==> src/rtl/fetch_stage.sv <==
// rtl/fetch_stage.sv - instruction fetch: PC, RAM port arbitration, prefetch queue, IR handshake
// Optional FETCH_STAGE_PERF_EN adds a saturating pop counter on fetch_cnt.
module fetch_stage #(
  parameter int                    ADDR_WIDTH = 8,
  parameter int                    DATA_WIDTH = 16,
  parameter logic [ADDR_WIDTH-1:0] RESET_PC   = '0,
  parameter int                    PF_DEPTH   = 2
) (
  input  logic                  clk,
  input  logic                  reset,
  output logic [ADDR_WIDTH-1:0] mem_addr,
  output logic                  mem_rd,
  input  logic [DATA_WIDTH-1:0] mem_rdata,
  input  logic                  dsel,
  input  logic [ADDR_WIDTH-1:0] daddr,
  input  logic                  branch,
  input  logic [ADDR_WIDTH-1:0] branch_target,
  output logic [DATA_WIDTH-1:0] ir,
  output logic [ADDR_WIDTH-1:0] ir_pc,
  output logic                  ir_valid,
  input  logic                  ir_ready
`ifdef FETCH_STAGE_PERF_EN
  ,
  output logic [15:0]           fetch_cnt
`endif
);

  localparam int PW = (PF_DEPTH > 1) ? $clog2(PF_DEPTH) : 1;
  localparam int CW = PW + 1;

  typedef enum logic [1:0] {IDLE, BUSY, KILL} state_t;

  state_t                state_q, state_d;
  logic [ADDR_WIDTH-1:0] pc_q, pc_d;
  logic [ADDR_WIDTH-1:0] tag_q, tag_d;
  logic [PW-1:0]         head_q, head_d, tail_q, tail_d;
  logic [CW-1:0]         count_q, count_d;
  logic [DATA_WIDTH-1:0] q_ir_q [PF_DEPTH];
  logic [ADDR_WIDTH-1:0] q_pc_q [PF_DEPTH];
  logic [DATA_WIDTH-1:0] hold_ir_q;
  logic [ADDR_WIDTH-1:0] hold_pc_q;

  logic resp_vld, q_empty, space, pop, push, deq;

  always_comb begin
    resp_vld = (state_q == BUSY);
    q_empty  = (count_q == '0);
    space    = (count_q + CW'(resp_vld)) < CW'(PF_DEPTH);
    mem_addr = dsel ? daddr : pc_q;
    mem_rd   = reset && !dsel && !branch && space;
    ir_valid = !q_empty || resp_vld;
    // An arriving word is presented straight to decode when the queue is empty.
    if (!q_empty) begin
      ir    = q_ir_q[head_q];
      ir_pc = q_pc_q[head_q];
    end else if (resp_vld) begin
      ir    = mem_rdata;
      ir_pc = tag_q;
    end else begin
      ir    = hold_ir_q;
      ir_pc = hold_pc_q;
    end
    pop  = ir_valid && ir_ready && !branch;
    push = resp_vld && !branch && !(pop && q_empty);
    deq  = pop && !q_empty;

    pc_d    = pc_q;
    tag_d   = tag_q;
    head_d  = head_q;
    tail_d  = tail_q;
    count_d = count_q + CW'(push) - CW'(deq);
    if (push) tail_d = tail_q + PW'(1);
    if (deq)  head_d = head_q + PW'(1);
    if (mem_rd) begin
      pc_d  = pc_q + ADDR_WIDTH'(1);
      tag_d = pc_q;
    end
    if (branch) begin
      pc_d    = branch_target;
      head_d  = '0;
      tail_d  = '0;
      count_d = '0;
    end

    state_d = mem_rd ? BUSY : IDLE;
    if (branch) state_d = (state_q == BUSY) ? KILL : IDLE;
  end

  always_ff @(posedge clk or negedge reset) begin
    if (!reset) begin
      state_q   <= IDLE;
      pc_q      <= RESET_PC;
      tag_q     <= '0;
      head_q    <= '0;
      tail_q    <= '0;
      count_q   <= '0;
      hold_ir_q <= '0;
      hold_pc_q <= '0;
      for (int i = 0; i < PF_DEPTH; i++) begin
        q_ir_q[i] <= '0;
        q_pc_q[i] <= '0;
      end
    end else begin
      state_q <= state_d;
      pc_q    <= pc_d;
      tag_q   <= tag_d;
      head_q  <= head_d;
      tail_q  <= tail_d;
      count_q <= count_d;
      if (ir_valid) begin
        hold_ir_q <= ir;
        hold_pc_q <= ir_pc;
      end
      if (push) begin
        q_ir_q[tail_q] <= mem_rdata;
        q_pc_q[tail_q] <= tag_q;
      end
    end
  end

`ifdef FETCH_STAGE_PERF_EN
  logic [15:0] fetch_cnt_q;

  always_ff @(posedge clk or negedge reset) begin
    if (!reset) begin
      fetch_cnt_q <= '0;
    end else if (pop && fetch_cnt_q != 16'hFFFF) begin
      fetch_cnt_q <= fetch_cnt_q + 16'd1;
    end
  end

  assign fetch_cnt = fetch_cnt_q;
`endif

endmodule
==> config.mk <==
export PLATFORM = sky130hd
export DESIGN_NAME = fetch_stage
export DESIGN_NICKNAME = d
export VERILOG_FILES = /design/src/rtl/fetch_stage.sv
export SDC_FILE = /design/constraint.sdc
export NUM_CORES = 1
export LEC_CHECK = 0
export CAP_MARGIN = 5
export CORE_MARGIN = 3
export CORE_UTILIZATION = 49
export CTS_CLUSTER_DIAMETER = 80
export DETAILED_ROUTE_END_ITERATION = 7
export PLACE_DENSITY = 0.76
export REMOVE_ABC_BUFFERS = 1
export SETUP_SLACK_MARGIN = 0.2
export SLEW_MARGIN = 20
export SYNTH_ARGS = -nofsm -noshare
export SYNTH_HDL_FRONTEND = slang
export SYNTH_SLANG_ARGS = --single-unit
==> constraint.sdc <==
create_clock -name clk -period 1.93 [get_ports clk]
set_input_delay 0.386 -clock clk [delete_from_list [all_inputs] [get_ports clk]]
set_output_delay 0.386 -clock clk [all_outputs]
set_load 0.02 [all_outputs]
==> results of run 1 <==
## stage by stage
step,hold slack [ns],setup WS (ns)
after floorplan,0.0904,-2.20
after global placement,0.481,-0.486
after detailed placement,0.488,-0.510
after CTS,0.217,-0.124
after global routing,0.247,-0.229
final,0.212,-0.167
## layer usage
layer	global-route usage	vias to the layer above	routed length (um)
li1	-	1590	-
met1	0.276	1748	5170
met2	0.352	108	5570
met3	0.0266	10	532
met4	0.0575	0	97
met5	0	-	0
## repair_timing
item / 4_1_cts / 5_1_grt
buffers inserted: 9 / 4
hold buffers: 0 / 0
gates cloned: 1 / 3
endpoints found under the setup margin: 91 / 91
gates resized for setup: 208 / 75
pin swaps: 15 / 10
## state kept, by name, summed over array words and instances, names as in the netlist
| register | flops |
|---|---|
| count_q | 2 |
| head_q | 1 |
| hold_ir_q | 16 |
| hold_pc_q | 8 |
| pc_q | 8 |
| q_ir_q | 32 |
| q_pc_q | 16 |
| state_q | 2 |
| tag_q | 8 |
| tail_q | 1 |
## cell type report
class | count | area, um^2
multi-input combinational | 241 | 2410
sequential | 94 | 2360
fill | 542 | 2330
timing repair buffer | 142 | 1310
clock buffer | 11 | 151
tap | 108 | 135
clock inverter | 5 | 81.3
inverter | 5 | 21.3
## power by group
group          leakage, nW  internal [mW]  switching (mW)
registers             1.18           2.47           0.269
logic                 1.75           1.27            1.19
clock network        0.116          0.801           0.685
total                 3.04           4.53            2.15
## synthesized netlist by cell type, types with 2 or more instances
master / count / area share
dfrtp_1: 94 / 0.52
o311ai_0: 7 / 0.014
xor2_1: 2 / 0.0039
a21oi_1: 49 / 0.055
clkbuf_1: 15 / 0.013
mux2_4: 4 / 0.013
ha_1: 3 / 0.0083
o311ai_2: 5 / 0.018
nand2_1: 11 / 0.0092
buf_4: 2 / 0.0033
mux2_2: 60 / 0.15
nor2b_1: 25 / 0.035
buf_6: 2 / 0.0050
mux2i_1: 24 / 0.053
buf_2: 5 / 0.0056
nand3_1: 2 / 0.0022
xnor2_1: 2 / 0.0039
nor2_1: 6 / 0.0050
a211oi_1: 24 / 0.040
inv_1: 4 / 0.0033
or2_2: 2 / 0.0028
## kinds of logic (layout without fill, tap and decap cells)
family	Yosys count	in the layout	share of synthesized area
xor+xnor	5	5	0.0114
compound gates	90	90	0.135
simple gates	55	55	0.0701
flops	94	94	0.523
buf+inv	30	163	0.0350
fa+ha+maj	3	3	0.00834
mux	88	88	0.217
## how the worst min path moves through the flow
| stage | end | slack, ns | cells past startpoint |
|---|---|---|---|
| after CTS | hold_ir_q[13] | 0.22 | 2 |
| after global routing | hold_ir_q[7] | 0.25 | 2 |
| after floorplan | count_q[0] | 0.09 | 0 |
| after detailed placement | q_ir_q[28] | 0.49 | 1 |
| after global placement | q_ir_q[26] | 0.48 | 1 |
| final | hold_ir_q[13] | 0.21 | 2 |
==> results by group, run 1 <==
Status
  • Outcome: finished with violations
  • Failing checks: setup timing

Floorplan
  • Core Footprint: 0.00881 mm^2
  • Rows: 34
  • Die Height: 102 um
  • Die ar.: 0.0104 mm^2
  • Die width: 102 um
  • IO Count: 71
  • Initial core utilization: 0.511

Cells and area
  • Final net count: 533
  • Final non-filler cell total: 606
  • Final design utilization: 0.735
  • Post-route cell area: 0.00647 mm^2
  • Area grow syn2layout: 43.9%
  • Commonest non-fill, non-tap cell in the layout: dfrtp_1
  • N_diodes: 0
  • Most frequent cells in the layout: dfrtp_1 (89), buf_4 (73), a21oi_1 (42), mux2_4 (35), clkdlybuf4s50_1 (34)
  • Share of layout cells above drive strength 1: 0.500

Clock network
  • Max Buffers Root-to-Sink: 2
  • Clock Sink Count: 94
  • Cts bufs inserted: 9
  • Clock slew at reported path FFs: 0.09 ns
  • CTS root buffer: clkbuf_8
  • Insertion delay to the later sink of the worst-skew pair: 0.35 ns
  • CTS tree: yes
  • CTS H-Tree Depth: 3

Detailed routing
  • DR vias: 3456
  • DR iter-0 viols: 153
  • Final Routed Wirelength: 11.4 mm
  • # DRC: 0
  • Drt first pass iters: 4
  • Vias per cell: 5.70
  • Detail Route Antenna Nets: 0
  • Avg WL per Cell: 18.8 um

Synthesis
  • Yosys cell types: 38
  • Flops & latches, synth: 94
  • Mapped Cells: 365
  • Sequential element share of the synthesized area: 0.523
  • Ys flop type: dfrtp_1
  • EDFF count, synth: 0
  • Asr flop ratio synth: 1.00
  • Post-Synthesis Cell Area: 0.00450 mm^2
  • Syn. warnings: 0
  • Synth Area per Inst: 12.3 um^2

STA
  • Final count of hold timing violations: 0
  • Setup TNS: -4.98 ns
  • RSZ-0062 raised after global routing: true
  • Crit path time final: 2.10 ns
  • FMAX: 0.477 GHz
  • Setup violations, final: 51
  • Relative slew slack: 0.557
  • Crit path setup slack, layout: -0.167 ns
  • Post-route clock skew: 0.00851 ns
  • Fin crit share: 1.09
  • Worst slew pin tran: 0.664 ns
  • Slew Limit Fails: 0

Setup path
  • Worst-path maximum fanout: 3
  • CP Launch Type: flip-flop
  • CP max stage cell: dfrtp_1
  • WP data arrival: 2.33 ns
  • FF-to-FF path depth: 11
  • Reg2Reg Capture Point: count_q[1]
  • CP dominant cell by count: buf_6
  • Largest delay share family, worst path: adder cells
  • CP Capture Type: flip-flop
  • FF-to-FF Start: count_q[0]
  • Max incr delay on CP: 0.43 ns
  • WS Path Type: flip-flop to flip-flop
  • Crit-path cells: nor2_4 > buf_6 > buf_6 > buf_6 > a211o_1 > ha_4 > inv_2 > ha_4 > xor2_2 > xnor2_1 > nor2_1
  • CP Depth: 11
  • Critical Path RT: 2.16 ns
  • Worst path bufs/invs: 4
  • CP Launch Point: count_q[0]
  • Critical Path Sink: count_q[1]
  • R2R Setup Slk: -0.17 ns

Global route
  • Initial antenna violation count: 0
  • Largest net degree at the start of global routing: 52
  • First-pass GRT wire length: 16.8 mm
  • Vias in the first global route: 3497
  • Overflow after GRT: 0
  • GRT Resource Usage Total: 0.205

Power
  • PwrDens: 1030 mW/mm^2
  • Power Total: 6.68 mW
  • IR drop worst, VDD: 0.455 mV
  • Leak pwr: 3.04 nW

Placement
  • DP HPWL: 6.61 mm
  • IO Port Bufs: 70
  • Post-DP Area: 0.00567 mm^2
  • Global placement routability congestion: 0.795
  • Placed instance count: 573

Job
  • Max_cap viols: 0

Min path
  • HP Class: primary input to async pin
(Power assumes the default switching activity.)
==> run 2, diff against run 1 <==
--- a/config.mk
+++ b/config.mk
@@ -5,12 +5,13 @@
 export SDC_FILE = /design/constraint.sdc
 export NUM_CORES = 1
 export LEC_CHECK = 0
+export ABC_AREA = 1
 export CAP_MARGIN = 5
 export CORE_MARGIN = 3
 export CORE_UTILIZATION = 49
 export CTS_CLUSTER_DIAMETER = 80
 export DETAILED_ROUTE_END_ITERATION = 7
-export PLACE_DENSITY = 0.76
+export PLACE_DENSITY = 0.75
 export REMOVE_ABC_BUFFERS = 1
 export SETUP_SLACK_MARGIN = 0.2
 export SLEW_MARGIN = 20
==> results by group, run 2 <==
Status
  • Outcome: finished with violations
  • Failing checks: setup timing

Setup path
  • Worst path bufs/invs: 3
  • Reg2Reg Capture Point: q_pc_q[6]
  • FF-to-FF path depth: 13
  • CP Capture Type: primary output
  • WS Path Type: flip-flop to primary output
  • CP Launch Point: count_q[0]
  • FF-to-FF Start: count_q[0]
  • Max incr delay on CP: 0.43 ns
  • Largest delay share family, worst path: buffers and inverters
  • R2R Setup Slk: -0.15 ns
  • WP data arrival: 1.84 ns
  • Critical Path RT: 1.54 ns
  • Crit-path cells: nor2_4 > buf_8 > clkinvlp_4 > o211ai_1 > nand3_1 > buf_4
  • CP max stage cell: dfrtp_1
  • Worst-path maximum fanout: 6
  • CP Launch Type: flip-flop

Cells and area
  • N_diodes: 0
  • Top Registers: q_ir_q (32), hold_ir_q (16), q_pc_q (16)
  • Commonest non-fill, non-tap cell in the layout: nand2_1
  • Area grow syn2layout: 50.6%
  • Fillers: 570
  • Max reg flops: 32
  • FF/Latch Area: 0.00235 mm^2
  • Final net count: 752
  • Post-route cell area: 0.00700 mm^2
  • Share of layout cells above drive strength 1: 0.339
  • Most frequent cells in the layout: nand2_1 (121), dfrtp_1 (94), buf_4 (86), inv_1 (63), nand3_1 (53)
  • Reg with most FFs: q_ir_q
  • Final design utilization: 0.780
  • Multi-input gate area: 0.00207 mm^2

Power
  • Sequential cell fraction of total power: 0.421
  • Switching Fraction: 0.356
  • Share of power burned in the clock network: 0.212
  • IR drop worst, VDD: 0.416 mV
  • Pint: 4.05 mW
  • Combinational share of power: 0.366
  • Leak pwr: 3.36 nW
  • Sw Pwr: 2.23 mW
  • PwrDens: 897 mW/mm^2
  • Power Total: 6.28 mW

Detailed routing
  • DR iter-0 viols: 431
  • M1 wire length: 6.14 mm
  • Met2 WL post-DR: 8.15 mm
  • Vias per cell: 5.87
  • Avg WL per Cell: 19.8 um
  • Detail Route Antenna Nets: 0
  • Drt first pass iters: 8
  • Met3 WL: 1.39 mm
  • DR top layer: met4
  • Final Routed Wirelength: 16.7 mm
  • # DRC: 0
  • DR vias: 4947

Synthesis
  • Yosys cell types: 27
  • Synth Area per Inst: 8.53 um^2
  • Asr flop ratio synth: 1.00
  • Area contributors post-synth: dfrtp_1 (51%), nand2_1 (12%), o21ai_0 (6.1%)
  • Syn. warnings: 0
  • Most common cell in the netlist: nand2_1
  • Sequential element share of the synthesized area: 0.506
  • Post-Synthesis Cell Area: 0.00465 mm^2
  • Flops & latches, synth: 94
  • Synth area leader: dfrtp_1
  • Synth cell count leaders: nand2_1 (144), dfrtp_1 (94), inv_1 (68)
  • Mapped Cells: 545
  • Ys flop type: dfrtp_1
  • Area share of the largest cell type after synthesis: 0.506
  • EDFF count, synth: 0

Global route
  • GRT Resource Usage Total: 0.248
  • Largest net degree at the start of global routing: 53
  • Overflow after GRT: 0
  • Vias in the first global route: 4271
  • Initial antenna violation count: 0
  • First-pass GRT wire length: 20.6 mm

STA
  • Crit path setup slack, layout: -0.291 ns
  • Setup violations, final: 52
  • Final count of hold timing violations: 0
  • FMAX: 0.450 GHz
  • RSZ-0062 raised after global routing: true
  • Hold_ws: 0.174 ns
  • Relative slew slack: 0.553
  • Post-route clock skew: 0.0122 ns
  • Fin crit share: 1.15
  • Slew Limit Fails: 0
  • Worst slew pin tran: 0.670 ns
  • Crit path time final: 2.22 ns

Floorplan
  • Core Footprint: 0.00898 mm^2
  • Die Height: 103 um
  • Initial core utilization: 0.518
  • IO Count: 71
  • Die ar.: 0.0107 mm^2
  • Rows: 34
  • Die width: 103 um

Clock network
  • CTS tree: yes
  • CTS H-Tree Depth: 3
  • Max Buffers Root-to-Sink: 2
  • Clock slew at reported path FFs: 0.10 ns
  • CTS root buffer: clkbuf_8
  • Cts bufs inserted: 9
  • Insertion delay to the later sink of the worst-skew pair: 0.37 ns
  • Clock Sink Count: 94

Job
  • Max_cap viols: 0

Min path
  • HP Class: primary input to async pin

Placement
  • IO Port Bufs: 70
  • Post-DP Area: 0.00588 mm^2
  • Global placement routability congestion: 0.783
  • DP HPWL: 7.43 mm
  • Setup slack after placement: -0.346 ns
==> run 2: changes by cell type after synthesis, moves of 26 or more <==
| cell | before | now |
|---|---|---|
| o21ai_0 | 1 | 57 |
| a21oi_1 | 49 | 1 |
| inv_1 | 4 | 68 |
| nand3_1 | 2 | 56 |
| nand2_1 | 11 | 144 |
| o221ai_1 | 0 | 26 |
| mux2_2 | 60 | 0 |
==> run 2: final cells by class <==
type,count,share of cell area
Clock buffer,11,0.0188
Inverter,68,0.0377
Timing Repair Buffer,186,0.280
Timing Repair inverter,1,0.00107
Clock inverter,5,0.00840
Sequential cell,94,0.336
Multi-Input combinational cell,352,0.296
Tap cell,126,0.0225
==> run 2: worst max-delay path by stage <==
stage / to / slack, ns / depth (start not counted)
3_3_place_gp: ir[4] / -0.30 / 4
5_1_grt: ir_pc[6] / -0.32 / 8
4_1_cts: ir_pc[2] / -0.18 / 6
3_5_place_dp: ir_pc[2] / -0.35 / 6
6_report: ir_pc[6] / -0.29 / 6
2_1_floorplan: ir[0] / -0.50 / 5
==> run 2: metal layers <==
| metal | vias up | GRT usage |
|---|---|---|
| met4 | 0 | 0.0787 |
| met5 | - | 0 |
| met1 | 2382 | 0.336 |
| met3 | 92 | 0.0369 |
| li1 | 2152 | - |
| met2 | 321 | 0.410 |
==> run 2: worst reg2reg max path, stage by stage (launching register included) <==
cell       delay [ns]
dfrtp_1          0.42
nor2_4           0.08
buf_8            0.14
buf_4            0.14
buf_12           0.14
buf_6            0.12
nand2_4          0.07
nand2_4          0.07
buf_6            0.13
nor2_4           0.28
buf_6            0.17
clkbuf_16        0.14
nand2_2          0.05
o21ai_2          0.07
==> run 2: kinds of logic after synthesis <==
family                     count (synthesis)  share of synthesized area
AOI/OAI and AO/OA                        121                      0.173
adders and majority gates                  3                    0.00807
DFF                                       94                      0.506
buffers and inverters                    100                     0.0944
and+or+nand+nor                          224                      0.213
xor gates and xnor gates                   3                    0.00565
==> run 2: metrics by stage <==
stage	TNS [ns]	instances
floorplan	-13.82	513
global placement	-8.38	771
detailed placement	-9.34	771
CTS	-3.49	816
global route	-10.51	843
finish	-8.11	843
==> run 2: power groups by stage <==
stage | logic, mW | registers (mW) | clock network [mW]
detailed placement | 1.96 | 2.63 | 0
floorplan | 1.02 | 2.59 | 0
CTS | 2.07 | 2.60 | 1.32
finish | 2.30 | 2.64 | 1.33
global placement | 1.89 | 2.61 | 0
global route | 2.48 | 2.68 | 1.41
==> run 2: timing repair <==
item	4_1_cts	5_1_grt
setup buffers	24	10
pin swaps	18	10
resized for setup	209	84
hold endpoints to repair	1	0
endpoints found under the setup margin	36	98
gates cloned	4	17
hold buffers	1	0
